`config.mk`:
```
export PLATFORM = sky130hd
export DESIGN_NAME = display_scan4
export DESIGN_NICKNAME = d
export VERILOG_FILES = /design/src/rtl/display_scan4.sv
export SDC_FILE = /design/constraint.sdc
export NUM_CORES = 1
export LEC_CHECK = 0
export BUFFER_PORTS_ARGS = -buffer_cell sky130_fd_sc_hd__buf_2
export CORE_MARGIN = 4
export CORE_UTILIZATION = 58
export DETAILED_ROUTE_END_ITERATION = 6
export GPL_ROUTABILITY_DRIVEN = 0
export PLACE_DENSITY = 0.79
export SLEW_MARGIN = 15
export SYNTH_ARGS = -nofsm -noshare
export SYNTH_HDL_FRONTEND = slang
export SYNTH_SLANG_ARGS = --single-unit
```
`constraint.sdc`:
```
create_clock -name clk -period 3.3 [get_ports clk]
set_input_delay 0.495 -clock clk [delete_from_list [all_inputs] [get_ports clk]]
set_output_delay 0.495 -clock clk [all_outputs]
set_load 0.1 [all_outputs]
```
`src/rtl/display_scan4.sv`:
```
// Four-digit multiplexed display scanner with shadow/active value registers.
// Optional build macro: LEADING_ZERO_BLANK_EN (suppress leading zero digits 3..1).
module display_scan4 #(
  parameter int PRESCALE = 50000
) (
  input  logic        clk,
  input  logic        rst_n,
  input  logic [15:0] D,
  input  logic [3:0]  dp_in,
  input  logic        load,
  output logic [3:0]  A,
  output logic [3:0]  Dig,
  output logic        H,
  output logic        frame
);

  localparam int PW = (PRESCALE > 2) ? $clog2(PRESCALE) : 1;
  localparam logic [PW-1:0] PMAX = PW'(PRESCALE - 1);

  logic [PW-1:0] presc_q, presc_d;
  logic [1:0]    idx_q, idx_d;
  logic          run_q, run_d;
  logic [15:0]   shadow_q, shadow_d, active_q, active_d;
  logic [3:0]    shdp_q, shdp_d, actdp_q, actdp_d;
  logic [3:0]    a_q, a_d, dig_q, dig_d;
  logic          h_q, h_d, frame_q, frame_d;
  logic          wrap, off;

`ifdef LEADING_ZERO_BLANK_EN
  function automatic logic blank_f(input logic [15:0] v, input logic [1:0] i);
    case (i)
      2'd0:    blank_f = 1'b0;
      2'd1:    blank_f = (v[15:4] == 12'h000);
      2'd2:    blank_f = (v[15:8] == 8'h00);
      default: blank_f = (v[15:12] == 4'h0);
    endcase
  endfunction
`endif

  always_comb begin
    presc_d  = presc_q;
    idx_d    = idx_q;
    run_d    = 1'b1;
    wrap     = 1'b0;
    frame_d  = 1'b0;
    // The first edge after reset opens slot 0 and also loads the active
    // register, but is not reported as a frame boundary.
    if (!run_q) begin
      presc_d = '0;
      idx_d   = 2'd0;
      wrap    = 1'b1;
    end else if (presc_q == PMAX) begin
      presc_d = '0;
      idx_d   = idx_q + 2'd1;
      wrap    = (idx_q == 2'd3);
      frame_d = (idx_q == 2'd3);
    end else begin
      presc_d = presc_q + 1'b1;
    end

    shadow_d = load ? D : shadow_q;
    shdp_d   = load ? dp_in : shdp_q;
    active_d = active_q;
    actdp_d  = actdp_q;
    if (wrap) begin
      active_d = load ? D : shadow_q;
      actdp_d  = load ? dp_in : shdp_q;
    end

    // Outputs are computed from next state so they line up with the registered slot.
    a_d = active_d[{idx_d, 2'b00} +: 4];
`ifdef LEADING_ZERO_BLANK_EN
    off = (presc_d == '0) || blank_f(active_d, idx_d);
`else
    off = (presc_d == '0);
`endif
    dig_d = off ? 4'b1111 : ~(4'b0001 << idx_d);
    h_d   = off ? 1'b1 : ~actdp_d[idx_d];
  end

  always_ff @(posedge clk or negedge rst_n) begin
    if (!rst_n) begin
      presc_q  <= '0;
      idx_q    <= 2'd0;
      run_q    <= 1'b0;
      shadow_q <= '0;
      shdp_q   <= '0;
      active_q <= '0;
      actdp_q  <= '0;
      a_q      <= '0;
      dig_q    <= 4'b1111;
      h_q      <= 1'b1;
      frame_q  <= 1'b0;
    end else begin
      presc_q  <= presc_d;
      idx_q    <= idx_d;
      run_q    <= run_d;
      shadow_q <= shadow_d;
      shdp_q   <= shdp_d;
      active_q <= active_d;
      actdp_q  <= actdp_d;
      a_q      <= a_d;
      dig_q    <= dig_d;
      h_q      <= h_d;
      frame_q  <= frame_d;
    end
  end

  assign A     = a_q;
  assign Dig   = dig_q;
  assign H     = h_q;
  assign frame = frame_q;

endmodule

```
==> results of run 1 <==
==> placed cells by master, fill, tap and decap left out, types with 9 or more instances in the layout <==
| cell type | Yosys | layout |
|---|---|---|
| dfrtp_1 | 64 | 64 |
| buf_2 | 0 | 32 |
| mux2_2 | 22 | 22 |
| nor2_1 | 21 | 21 |
| mux2i_1 | 15 | 15 |
| xor2_1 | 11 | 11 |
| nand3_1 | 10 | 10 |
| mux2_4 | 10 | 10 |
| nand4_1 | 9 | 9 |
| clkbuf_8 | 0 | 9 |
==> registers in the layout, summed over array words and instances (netlist names) <==
name,cells
shdp_q,4
idx_q,2
A,4
Dig,4
presc_q,16
shadow_q,16
active_q,16
H,1
frame,1
actdp_q,4
run_q,1
==> worst max-delay path, stage by stage, from the launching register on <==
cell      delay (ns)
dfrtp_1         0.49
or4b_1          0.57
or4_4           0.53
mux2i_1         0.18
nor2_1          0.59
o21ai_0         0.26
o221ai_2        0.21
==> power by group through the flow <==
stage / Combinational (mW) / Clock (mW) / Sequential [mW]
2_1_floorplan: 0.126 / 0 / 1.03
5_1_grt: 0.281 / 0.663 / 0.954
3_5_place_dp: 0.260 / 0 / 0.963
6_report: 0.257 / 0.598 / 0.946
4_1_cts: 0.261 / 0.616 / 0.947
3_3_place_gp: 0.254 / 0 / 0.959
==> through the flow <==
| step | instances | hold WS [ns] |
|---|---|---|
| 2_1_floorplan | 243 | 0.199 |
| 3_3_place_gp | 334 | 0.466 |
| 3_5_place_dp | 334 | 0.474 |
| 4_1_cts | 350 | 0.134 |
| 5_1_grt | 350 | 0.149 |
| 6_report | 350 | 0.125 |
==> routing by layer <==
| layer | wire length (microns) | share of wire | global-route usage |
|---|---|---|---|
| met2 | 2310 | 0.43 | 0.261 |
| met3 | 223 | 0.042 | 0.0461 |
| met4 | 104 | 0.019 | 0.0947 |
| met1 | 2730 | 0.51 | 0.287 |
| met5 | 0 | 0 | 0 |
==> path summary, 6_finish.rpt <==
kind	endpoint	from	cells after the start	slack, ns
max in group asynchronous	Dig[1]$_DFF_PN1_	rst_n	2	2.40
worst max-delay path	H$_DFF_PN1_	presc_q[4]$_DFF_PN0_	6	0.40
worst max register to register	H$_DFF_PN1_	presc_q[4]$_DFF_PN0_	6	0.40
worst min register to register	active_q[4]$_DFF_PN0_	active_q[4]$_DFF_PN0_	1	0.49
min in group clk	shadow_q[13]$_DFF_PN0_	D[13]	2	0.40
worst min-delay path	shadow_q[13]$_DFF_PN0_	rst_n	1	0.12
==> cell families after synthesis <==
logic type / count (synthesis) / share of synthesized area
xor+xnor: 20 / 0.0579
other cells: 1 / 0.00119
fa+ha+maj: 2 / 0.00793
flops: 69 / 0.549
mux: 55 / 0.202
buf+inv: 19 / 0.0392
simple gates: 65 / 0.112
compound gates: 12 / 0.0305
==> area by class of cell <==
type,instances,area (sq um)
inverters,5,23.8
clock inverters,7,50.0
well taps,70,87.6
repair buffers,35,183
clock buffers,9,124
fillers,375,1700
flip-flops and latches,69,1730
multi-input cells,155,1300
==> impl_metrics.tcl, run 1 <==
set metrics [dict create \
    synth_seq_area_share 0.549 \
    crit_path_max_fanout 10 \
    post_synthesis_net_count 268 \
    antenna_left 0 \
    number_of_antenna_violations_at_the_first_check_in_global_routing 0 \
    critPathRequiredTime_ns 3.56 \
    power.share.clock 0.332 \
    hold_viol 0 \
    route.detailed.drc 0 \
    holdCritPathClass "in -> async" \
    firstDrtPassIters 4 \
    power_switching_share 0.284 \
    synthesis.yosys.warnings 0 \
    synth.most_common_cell "dfrtp_1" \
    skew_ns 0.0133 \
    final.setup.tns_ns 0 \
    cts-htree-levels 3 \
    cell_area_after_placement_sq_um 3330 \
    post-route-util 0.673 \
    synth.top_cells.by_count "dfrtp_1 (64), mux2_2 (22), nor2_1 (21)" \
    finish.instance_area_sq_um 3500 \
    nNetsFinal 300 \
    int_power_mw 1.29 \
    syn2layout_area_growth_pct 10.9 \
    synth-edff-count 0 \
    layout_min_cycle_time_ns 2.90 \
    timing_worst_slew_pin_value_ns 0.741 \
    detail_route.vias_per_cell 5.31 \
    tritoncts "yes" \
    switching_component_of_the_power_mw 0.511 \
    placement.io_buffers 32 \
    post_synth.cell_area_avg_sq_um 13.0 \
    max_freq_ghz 0.345 \
    floorplan.io_pins 33 \
    worst_setup_sp_type "register" \
    cts.path.max_buffers 2 \
    synth_cell_type_count 41 \
    power.share.sequential 0.525 \
    async_reset_ff_frac 1.00 \
    initial_utilization 0.606 \
    cts.hold.buffers_added 0 \
    pin_count_of_the_biggest_net_entering_global_routing 27 \
    worstPathArrival_ns 3.17 \
    first_global_vias 1894 \
    detail_route.wl_per_cell_microns 15.3 \
    power.ir.vdd_worst_mv 0.414 \
    cts_inserted_buffers 9 \
    fin_crit_sh 0.879 \
    grt_overflow 0 \
    chipWidth_microns 81.8 \
    status "finished clean" \
    vias_after_detailed_routing 1858 \
    slew-limit-headroom 0.504 \
    numClockSinks 69 \
    post-synth-top-area-fraction 0.507 \
    synth_ff_type "dfrtp_1" \
    clkTransAtPathRegs_ns 0.08 \
    power.static_leakage_nw 1.55 \
    netlist_top_cells_area "dfrtp_1 (51%), mux2_2 (7.8%), mux2_4 (4.8%)" \
    post_cts.repair.setup_buffers 0 \
    dr.first_iter.drc_count 153 \
    die_h_microns 81.8 \
    mappedNetlistArea_sq_um 3160 \
    postCtsResizedCells 0 \
    worst_skew_pair.late_latency_ns 0.35 \
    setup_violations 0 \
    die_area_sq_um 6690 \
    rsz_0062_raised_after_global_routing "false" \
    global_routing_usage_summed_across_all_routing_layers 0.192 \
    max-cap-violations 0 \
    worst_slack_ns 0.399 \
    num_rows 26 \
    layout_cell_share_with_drive_strength_beyond_1 0.336 \
    synth_cells 243 \
    hpwl_mm 3.83 \
    synth.largest_area_cell "dfrtp_1" \
    ctsRootBufferMaster "clkbuf_8" \
    fin_total_pwr_mw 1.80 \
    comb_power_share 0.142 \
    totalWireLength_mm 5.37 \
    grt_first_pass_wirelength_mm 9.36 \
    path_class "reg -> reg" \
    place_worst_setup_slack_ns 0.427 \
    yosys_register_bits 69 \
    pwr_density_cell_nw_per_um2 514 \
    maxSlewViolCount 0 \
    end_kind "register" \
    fp.coreArea_sq_um 5200 \
    diode_insertion_count_for_antenna_repair 0 \
]
(Power assumes the default switching activity.)
==> run 2, diff against run 1 <==
--- a/config.mk
+++ b/config.mk
@@ -10,7 +10,8 @@
 export CORE_UTILIZATION = 58
 export DETAILED_ROUTE_END_ITERATION = 6
 export GPL_ROUTABILITY_DRIVEN = 0
-export PLACE_DENSITY = 0.79
+export HOLD_SLACK_MARGIN = 0.1
+export PLACE_DENSITY = 0.76
 export SLEW_MARGIN = 15
 export SYNTH_ARGS = -nofsm -noshare
 export SYNTH_HDL_FRONTEND = slang
==> run 2 against run 1 <==
Cell area is 0.29% higher. Wire length grew 1.6%. Power grew 0.30%. Fmax rose by 3.7%. Critical endpoint is now A[0]$_DFF_PN0_.
==> impl_metrics.tcl, run 2 (synthesis results as in run 1) <==
set metrics [dict create \
    worst_skew_pair.late_latency_ns 0.34 \
    switching_component_of_the_power_mw 0.517 \
    worstPathArrival_ns 3.00 \
    holdCritPathClass "in -> async" \
    worst_path_dominant_cell_family "simple AND/OR/NAND/NOR gates" \
    detail_route.vias_per_cell 5.40 \
    route.detailed.drc 0 \
    antenna_left 0 \
    cts.path.max_buffers 2 \
    post_cts.repair.setup_buffers 0 \
    number_of_antenna_violations_at_the_first_check_in_global_routing 0 \
    worstReg2RegEnd "A[0]$_DFF_PN0_" \
    placement.io_buffers 32 \
    fin_total_pwr_mw 1.81 \
    critical_path_buf_inv_count 0 \
    global_routing_usage_summed_across_all_routing_layers 0.178 \
    power.share.sequential 0.524 \
    hpwl_mm 3.80 \
    die_area_sq_um 6690 \
    cts_inserted_buffers 9 \
    maxSlewViolCount 0 \
    chipWidth_microns 81.8 \
    skew_ns 0.0142 \
    fin_crit_sh 0.848 \
    power.static_leakage_nw 1.56 \
    source_of_the_worst_register_to_register_timing_path "presc_q[4]$_DFF_PN0_" \
    cts-htree-levels 3 \
    syn2layout_area_growth_pct 11.2 \
    path_common_cell "mux2i_1" \
    floorplan.io_pins 33 \
    tritoncts "yes" \
    comb_power_share 0.144 \
    r2r_setup_slack_ns 0.50 \
    layout_min_cycle_time_ns 2.80 \
    critPathRequiredTime_ns 3.50 \
    final.setup.tns_ns 0 \
    ff2ff_path_depth 6 \
    cts.hold.buffers_added 0 \
    mostFrequentLayoutCells "dfrtp_1 (64), buf_2 (31), mux2_2 (22), nor2_1 (21), mux2i_1 (15)" \
    nNetsFinal 301 \
    pwr_density_cell_nw_per_um2 515 \
    timing.hold.ws_ns 0.167 \
    slew-limit-headroom 0.593 \
    setup_violations 0 \
    num_rows 26 \
    postCtsResizedCells 0 \
    timing.critical_path.slowest_stage_cell "or4_1" \
    detail_route.wl_per_cell_microns 15.5 \
    power.share.clock 0.332 \
    first_global_vias 1795 \
    fp.coreArea_sq_um 5200 \
    diode_insertion_count_for_antenna_repair 0 \
    firstDrtPassIters 4 \
    ctsRootBufferMaster "clkbuf_8" \
    end_kind "register" \
    worst_setup_sp_type "register" \
    power_switching_share 0.286 \
    pin_count_of_the_biggest_net_entering_global_routing 50 \
    layout_cell_share_with_drive_strength_beyond_1 0.338 \
    totalWireLength_mm 5.46 \
    layout_top_registers "active_q: 16 flops, presc_q: 16 flops, shadow_q: 16 flops" \
    worst_path_largest_cell_delay_ns 0.67 \
    max-cap-violations 0 \
    timing_worst_slew_pin_value_ns 0.611 \
    crit_path_max_fanout 20 \
    path_class "reg -> reg" \
    most_common_library_cell_in_the_layout_ignoring_fill_and_taps "dfrtp_1" \
    fillers 387 \
    rsz_0062_raised_after_global_routing "false" \
    grt_overflow 0 \
    initial_utilization 0.606 \
    die_h_microns 81.8 \
    status "finished clean" \
    hold_viol 0 \
    critical_path.cell_chain "or4b_1, or4_1, nand2_8, mux2_1, mux2i_1, mux2i_1" \
    grt_first_pass_wirelength_mm 8.76 \
    int_power_mw 1.29 \
    clkTransAtPathRegs_ns 0.07 \
    power.ir.vdd_worst_mv 0.343 \
    vias_after_detailed_routing 1894 \
    numClockSinks 69 \
    dr.first_iter.drc_count 112 \
    max_freq_ghz 0.358 \
]
-- run 2: cell types whose count changed in the layout (fill, tap and decap cells not counted) --
cell,change
buf_4,+2
inv_6,-1
buf_2,-1
clkinv_4,+1
-- run 2: power groups by stage --
| stage | Combinational, mW | Sequential, mW | Clock (mW) |
|---|---|---|---|
| 2_1_floorplan | 0.126 | 1.03 | 0 |
| 3_3_place_gp | 0.254 | 0.960 | 0 |
| 3_5_place_dp | 0.261 | 0.963 | 0 |
| 4_1_cts | 0.263 | 0.948 | 0.612 |
| 5_1_grt | 0.279 | 0.955 | 0.647 |
| 6_report | 0.260 | 0.947 | 0.599 |
-- run 2: stage by stage --
step,util,setup slack [ns],cells,cell area (sq um)
floorplan,-,0.719,243,3160
global placement,0.641,0.580,335,3330
detailed placement,0.641,0.483,335,3330
CTS,0.674,0.478,351,3510
global route,0.675,0.388,351,3510
finish,0.675,0.503,351,3510
-- run 2: final cells by class --
type / count / area [sq um] / area share
clock buffer: 9 / 124 / 0.0353
timing repair buffer: 36 / 193 / 0.0549
inverter: 5 / 23.8 / 0.00677
clock inverter: 7 / 50.0 / 0.0143
sequential: 69 / 1730 / 0.494
multi-input combinational: 155 / 1300 / 0.370
tap: 70 / 87.6 / 0.0249
-- run 2: worst max path at each step --
stage / to / cells after the start / slack, ns / from
2_1_floorplan: H$_DFF_PN1_ / 7 / 0.72 / presc_q[4]$_DFF_PN0_
6_report: A[0]$_DFF_PN0_ / 6 / 0.50 / presc_q[4]$_DFF_PN0_
3_5_place_dp: A[2]$_DFF_PN0_ / 6 / 0.48 / presc_q[4]$_DFF_PN0_
3_3_place_gp: A[2]$_DFF_PN0_ / 6 / 0.58 / presc_q[4]$_DFF_PN0_
4_1_cts: A[2]$_DFF_PN0_ / 6 / 0.48 / presc_q[4]$_DFF_PN0_
5_1_grt: A[2]$_DFF_PN0_ / 6 / 0.39 / presc_q[4]$_DFF_PN0_
-- run 2: layer usage --
metal | GRT usage | share of wire | vias up
met5 | 0 | 0 | -
met4 | 0.0897 | 0.021 | 0
met3 | 0.0362 | 0.043 | 9
met2 | 0.250 | 0.44 | 42
met1 | 0.262 | 0.50 | 926
li1 | - | - | 917
